File: config.mk
export PLATFORM = sky130hd
export DESIGN_NAME = fb_swap_ctrl
export DESIGN_NICKNAME = d
export VERILOG_FILES = /design/src/rtl/fb_pkg.sv /design/src/rtl/fb_swap_ctrl.sv
export SDC_FILE = /design/constraint.sdc
export NUM_CORES = 1
export LEC_CHECK = 0
export ABC_AREA = 1
export CORE_ASPECT_RATIO = 1.4
export CORE_MARGIN = 2
export CORE_UTILIZATION = 57
export CTS_CLUSTER_SIZE = 10
export DETAILED_ROUTE_END_ITERATION = 16
export PLACE_DENSITY_LB_ADDON = 0.25
export RECOVER_POWER = 25
export SLEW_MARGIN = 20
export SYNTH_ARGS = -nofsm -noshare
export SYNTH_HDL_FRONTEND = slang
export SYNTH_SLANG_ARGS = --single-unit
File: constraint.sdc
create_clock -name pix_clk -period 4.3 [get_ports pix_clk]
set_input_delay 0.86 -clock pix_clk [delete_from_list [all_inputs] [get_ports pix_clk]]
set_output_delay 0.86 -clock pix_clk [all_outputs]
set_load 0.01 [all_outputs]
File: src/rtl/fb_pkg.sv
// Shared types for the framebuffer swap controller.
// Holds the FSM state encoding, counter widths and a saturating-increment helper.
package fb_pkg;

    typedef enum logic [1:0] {
        ST_IDLE    = 2'd0,
        ST_CLEAR   = 2'd1,
        ST_DRAW    = 2'd2,
        ST_WAIT_VB = 2'd3
    } fb_state_t;

    localparam int MISS_W  = 16;
    localparam int SINCE_W = 8;

    function automatic logic [MISS_W-1:0] miss_sat_inc(input logic [MISS_W-1:0] v);
        return (&v) ? v : v + MISS_W'(1);
    endfunction

    function automatic logic [SINCE_W-1:0] since_sat_inc(input logic [SINCE_W-1:0] v);
        return (&v) ? v : v + SINCE_W'(1);
    endfunction

endpackage

File: src/rtl/fb_swap_ctrl.sv
// Double-buffer swap controller: sequences clear/draw passes on the back buffer and
// flips front/back only on a vblank once enough frames have elapsed; counts missed vblanks.
module fb_swap_ctrl
    import fb_pkg::*;
#(
    parameter int MIN_FRAMES = 1,
    parameter bit CLEAR_EN   = 1'b1
) (
    input  logic              pix_clk,
    input  logic              rst,
    input  logic              vblank_start,
    input  logic              draw_done,
    input  logic              clear_done,
    output logic              front_sel,
    output logic              back_sel,
    output logic              clear_start,
    output logic              draw_start,
    output logic              swap_pulse,
    output logic [1:0]        state,
    output logic [MISS_W-1:0] miss_cnt
);

    // Every new back-buffer job opens with a clear pass unless clearing is disabled.
    localparam fb_state_t JOB_ST = CLEAR_EN ? ST_CLEAR : ST_DRAW;

    fb_state_t            state_q;
    logic                 front_q;
    logic                 clear_start_q;
    logic                 draw_start_q;
    logic                 swap_pulse_q;
    logic [SINCE_W-1:0]   since_q;
    logic [SINCE_W-1:0]   since_d;
    logic [MISS_W-1:0]    miss_cnt_q;
    logic [MISS_W-1:0]    miss_cnt_d;
    logic [SINCE_W:0]     since_plus1;
    logic                 frames_met;
    logic                 swap_go;
    logic                 miss_hit;

    // One extra bit so (counter+1) never wraps when the counter is saturated.
    assign since_plus1 = {1'b0, since_q} + (SINCE_W+1)'(1);
    assign frames_met  = since_plus1 >= (SINCE_W+1)'(MIN_FRAMES);
    assign swap_go     = (state_q == ST_WAIT_VB) && vblank_start && frames_met;
    assign miss_hit    = vblank_start && ((state_q == ST_CLEAR) || (state_q == ST_DRAW));

    always_comb begin
        since_d = since_q;
        if (swap_go) begin
            since_d = '0;
        end else if (vblank_start) begin
            since_d = since_sat_inc(since_q);
        end
    end

    always_comb begin
        miss_cnt_d = miss_cnt_q;
        if (miss_hit) begin
            miss_cnt_d = miss_sat_inc(miss_cnt_q);
        end
    end

    always_ff @(posedge pix_clk or posedge rst) begin
        if (rst) begin
            state_q       <= ST_IDLE;
            front_q       <= 1'b0;
            clear_start_q <= 1'b0;
            draw_start_q  <= 1'b0;
            swap_pulse_q  <= 1'b0;
            since_q       <= '0;
            miss_cnt_q    <= '0;
        end else begin
            clear_start_q <= 1'b0;
            draw_start_q  <= 1'b0;
            swap_pulse_q  <= 1'b0;
            since_q       <= since_d;
            miss_cnt_q    <= miss_cnt_d;
            case (state_q)
                ST_IDLE: begin
                    state_q       <= JOB_ST;
                    clear_start_q <= CLEAR_EN;
                    draw_start_q  <= !CLEAR_EN;
                end
                ST_CLEAR: begin
                    if (clear_done) begin
                        state_q      <= ST_DRAW;
                        draw_start_q <= 1'b1;
                    end
                end
                ST_DRAW: begin
                    // A vblank landing with draw_done is already counted as a miss.
                    if (draw_done) begin
                        state_q <= ST_WAIT_VB;
                    end
                end
                ST_WAIT_VB: begin
                    if (swap_go) begin
                        front_q       <= ~front_q;
                        swap_pulse_q  <= 1'b1;
                        state_q       <= JOB_ST;
                        clear_start_q <= CLEAR_EN;
                        draw_start_q  <= !CLEAR_EN;
                    end
                end
                default: state_q <= ST_IDLE;
            endcase
        end
    end

    assign front_sel   = front_q;
    assign back_sel    = ~front_q;
    assign clear_start = clear_start_q;
    assign draw_start  = draw_start_q;
    assign swap_pulse  = swap_pulse_q;
    assign state       = state_q;
    assign miss_cnt    = miss_cnt_q;

endmodule

==> impl_metrics.csv <==
group,metric,value,unit
worst_setup_path,crit_buf_inv,3,
cts,cts.repair.resized,0,
route,routed_wl,3270,µm
timing,hold_violations,0,
timing,tns,0,ns
place,hpwl,2500,µm
logic_synthesis,synth_fp_nets,223,
power_and_ir_drop,ir_worst_vdd,0.000362,V
power_and_ir_drop,p_clk_frac,0.180,
run_status,run_status,"finished, violations left",
place,routabilityCongestion,0.841,
worst_setup_path,crit_slowest_cell,"clkbuf_1",
cts,clock_path_buffers,2,
layout,diodes,0,
timing,relSlewSlack,-0.0633,
route,drc,0,
global_route,grt_first_pass_wirelength,5750,µm
hold_path,worstHoldPathType,"reg -> reg",
power_and_ir_drop,combinationalPowerShare,0.424,
power_and_ir_drop,p_int,0.686,mW
logic_synthesis,syn-cell-area,1700,µm²
place,io_buffers,27,
power_and_ir_drop,swShare,0.388,
route,drt_pre_antenna_iters,4,
global_route,overflow,0,
route,wl_per_cell,11.6,µm
timing,rsz0062_at_grt,"false",
worst_setup_path,crit_type,"in -> async",
logic_synthesis,ys_ff_latch,30,
layout,final_nets,256,
worst_setup_path,startpoint_type,"primary input",
power_and_ir_drop,seqPwrFrac,0.396,
cts,cts_setup_buffers,0,
timing,fin_worst_skew,0.00676,ns
die,pin_count,28,
layout,multiInputGateArea,825,µm²
timing,max_freq,399,MHz
global_route,grt_pass1_vias,1363,
logic_synthesis,syn_avg_cell_area,8.06,µm²
route,drtIter0Drc,41,
timing,setup-violations-final,0,
logic_synthesis,ys_warn_count,0,
route,route.vias.total,1423,
die,initial_core_util,0.597,
layout,area_delta_synth_final,22.7,%
die,core,2850,µm²
worst_setup_path,required,4.39,ns
cts,htree_levels,2,
power_and_ir_drop,leakagePower,0.989,nW
die,design.die.area,3440,µm²
flow_run,drv_cap,1,
logic_synthesis,syn_inst,211,
worst_setup_path,setup.worst_path.end_class,"async pin",
timing,slew_viol_final,31,
cts,worst_skew_pair.late_latency,0.27,ns
global_route,grt_usage,0.220,
route,routed_via_density,5.06,
global_route,grt_max_degree,31,
die,rows,23,
worst_setup_path,cpPeakStageDelay,1.14,ns
layout,drive_above_1_share,0.115,
global_route,antenna_found_initial,0,
cts,root_buffer,"clkbuf_8",
run_status,violations,"capacitance limit, slew limit",
cts,cts_num_sinks,30,
worst_setup_path,cp.arrival,2.60,ns
route,ant_nets,0,
logic_synthesis,yosysUniqueCellTypes,24,
power_and_ir_drop,power_density,537,nW/µm²
power_and_ir_drop,power.switching,0.436,mW
cts,cts.clk_slew.worst_paths,0.05,ns
layout,fin_cells,281,
layout,nFillCells,222,
cts,cts_hold_repair.buffers,0,
worst_setup_path,cpLargestDelayFamily,"buffers and inverters",
worst_setup_path,worst-path-max-fanout,30,
timing,worst_slew_pin_slew,1.59,ns
die,die_h,68.6,µm
layout,seq_area,751,µm²
timing,min_period_over_period,0.583,
cts,numCtsBuffers,5,
place,dp.cells,274,
worst_setup_path,crit_chain,"dlygate4sd3_1 -> inv_1 -> clkbuf_1",
die,dieWidth,50.2,µm
logic_synthesis,ys_seq_area_frac,0.442,
timing,min_period,2.51,ns
cts,cts_tree,"built",
[metrics by stage]
stage / power (mW) / instance area, µm² / hold WS (ns) / utilization / setup slack, ns
3_3_place_gp: 0.920 / 2010 / 0.503 / 0.706 / 1.92
5_1_grt: 1.22 / 2090 / 0.554 / 0.733 / 1.44
3_5_place_dp: 0.930 / 2010 / 0.519 / 0.706 / 1.86
6_report: 1.12 / 2090 / 0.523 / 0.733 / 1.79
4_1_cts: 1.14 / 2090 / 0.530 / 0.734 / 2.11
2_1_floorplan: 0.758 / 1700 / 0.525 / - / 2.58
[worst reg2reg max path, cell delays in order (launching register included)]
cell and delay, ns:
dfrtp_1 0.49, inv_2 0.07, ha_1 0.29, inv_1 0.08
nand2_1 0.05, nor2_1 0.09, nand2_1 0.06, nor2_2 0.09
nand2_1 0.08, nor2_2 0.10, nand2_2 0.07, nand2_4 0.14
nand2_4 0.07, nand3_1 0.07, nand2_1 0.05
[path summary, 6_finish.rpt]
kind	cells after the start	end	from	slack [ns]
setup / recovery	3	miss_cnt[2]$_DFFE_PP0P_	rst	1.79
hold / removal	1	miss_cnt[2]$_DFFE_PP0P_	miss_cnt[2]$_DFFE_PP0P_	0.52
setup reg to reg	14	state[0]$_DFFE_PP0P_	since_q[0]$_DFFE_PP0P_	2.39
hold reg to reg	1	miss_cnt[2]$_DFFE_PP0P_	miss_cnt[2]$_DFFE_PP0P_	0.52
max in group pix_clk	1	miss_cnt[10]	miss_cnt[10]$_DFFE_PP0P_	2.13
min in group asynchronous	3	miss_cnt[10]$_DFFE_PP0P_	rst	1.57
[cell usage in the layout, fill, tap and decap left out, drive strengths merged, types with 3 or more instances in the layout]
master | synthesis | layout
nand2 | 68 | 68
o21ai | 11 | 11
clkdlybuf4s50 | 0 | 25
nor2 | 22 | 22
nor3 | 4 | 4
xor2 | 8 | 8
dfrtp | 30 | 30
inv | 30 | 30
nand3 | 14 | 14
xnor2 | 6 | 6
nand4 | 3 | 3
o22ai | 4 | 4
ha | 7 | 7
clkbuf | 0 | 6
[registers in the layout, summed over array words and instances, names as in the netlist]
| name | flops |
|---|---|
| clear_start | 1 |
| draw_start | 1 |
| front_sel | 1 |
| miss_cnt | 16 |
| since_q | 8 |
| state | 2 |
| swap_pulse | 1 |
[layer usage]
metal | wire, µm | share of wire | global-route usage | up-vias
met4 | 52 | 0.016 | 0.101 | 0
met5 | 0 | 0 | 0 | -
met3 | 108 | 0.033 | 0.0453 | 5
met2 | 1810 | 0.55 | 0.414 | 28
li1 | - | - | - | 723
met1 | 1300 | 0.40 | 0.235 | 667
[cells in the mapped netlist, drive strengths merged]
library cell	count	area share
xnor2	6	0.031
nand2	68	0.17
ha	7	0.052
inv	30	0.066
o21ai	11	0.035
buf	2	0.0074
nor3	4	0.015
nand3	14	0.044
nor4	2	0.0074
nor2	22	0.054
xor2	8	0.041
dfrtp	30	0.44
nand4	3	0.011
o22ai	4	0.026
[kinds of logic (layout without fill, tap and decap cells)]
logic type	after synthesis	in the layout	share of synthesized area
flip-flops	30	30	0.442
AO/OA/AOI/OAI	15	15	0.0603
XOR/XNOR	14	14	0.0721
buffers and inverters	32	65	0.0736
adder cells (fa/ha/maj)	7	7	0.0515
AND/OR/NAND/NOR	113	113	0.301
[power groups by stage]
stage	clock (mW)	sequential, mW	combinational (mW)
after global placement	0	0.449	0.471
after CTS	0.212	0.445	0.482
after detailed placement	0	0.451	0.479
after global routing	0.221	0.458	0.539
after floorplan	0	0.457	0.302
final	0.202	0.444	0.475
[final cells by class]
type	instances	share of cell area
Timing Repair Buffer	28	0.131
Multi-Input combinational cell	149	0.395
Sequential cell	30	0.360
Tap cell	37	0.0222
Clock inverter	2	0.00480
Inverter	30	0.0540
Clock buffer	5	0.0330
Power figures use the tool's default switching activity.
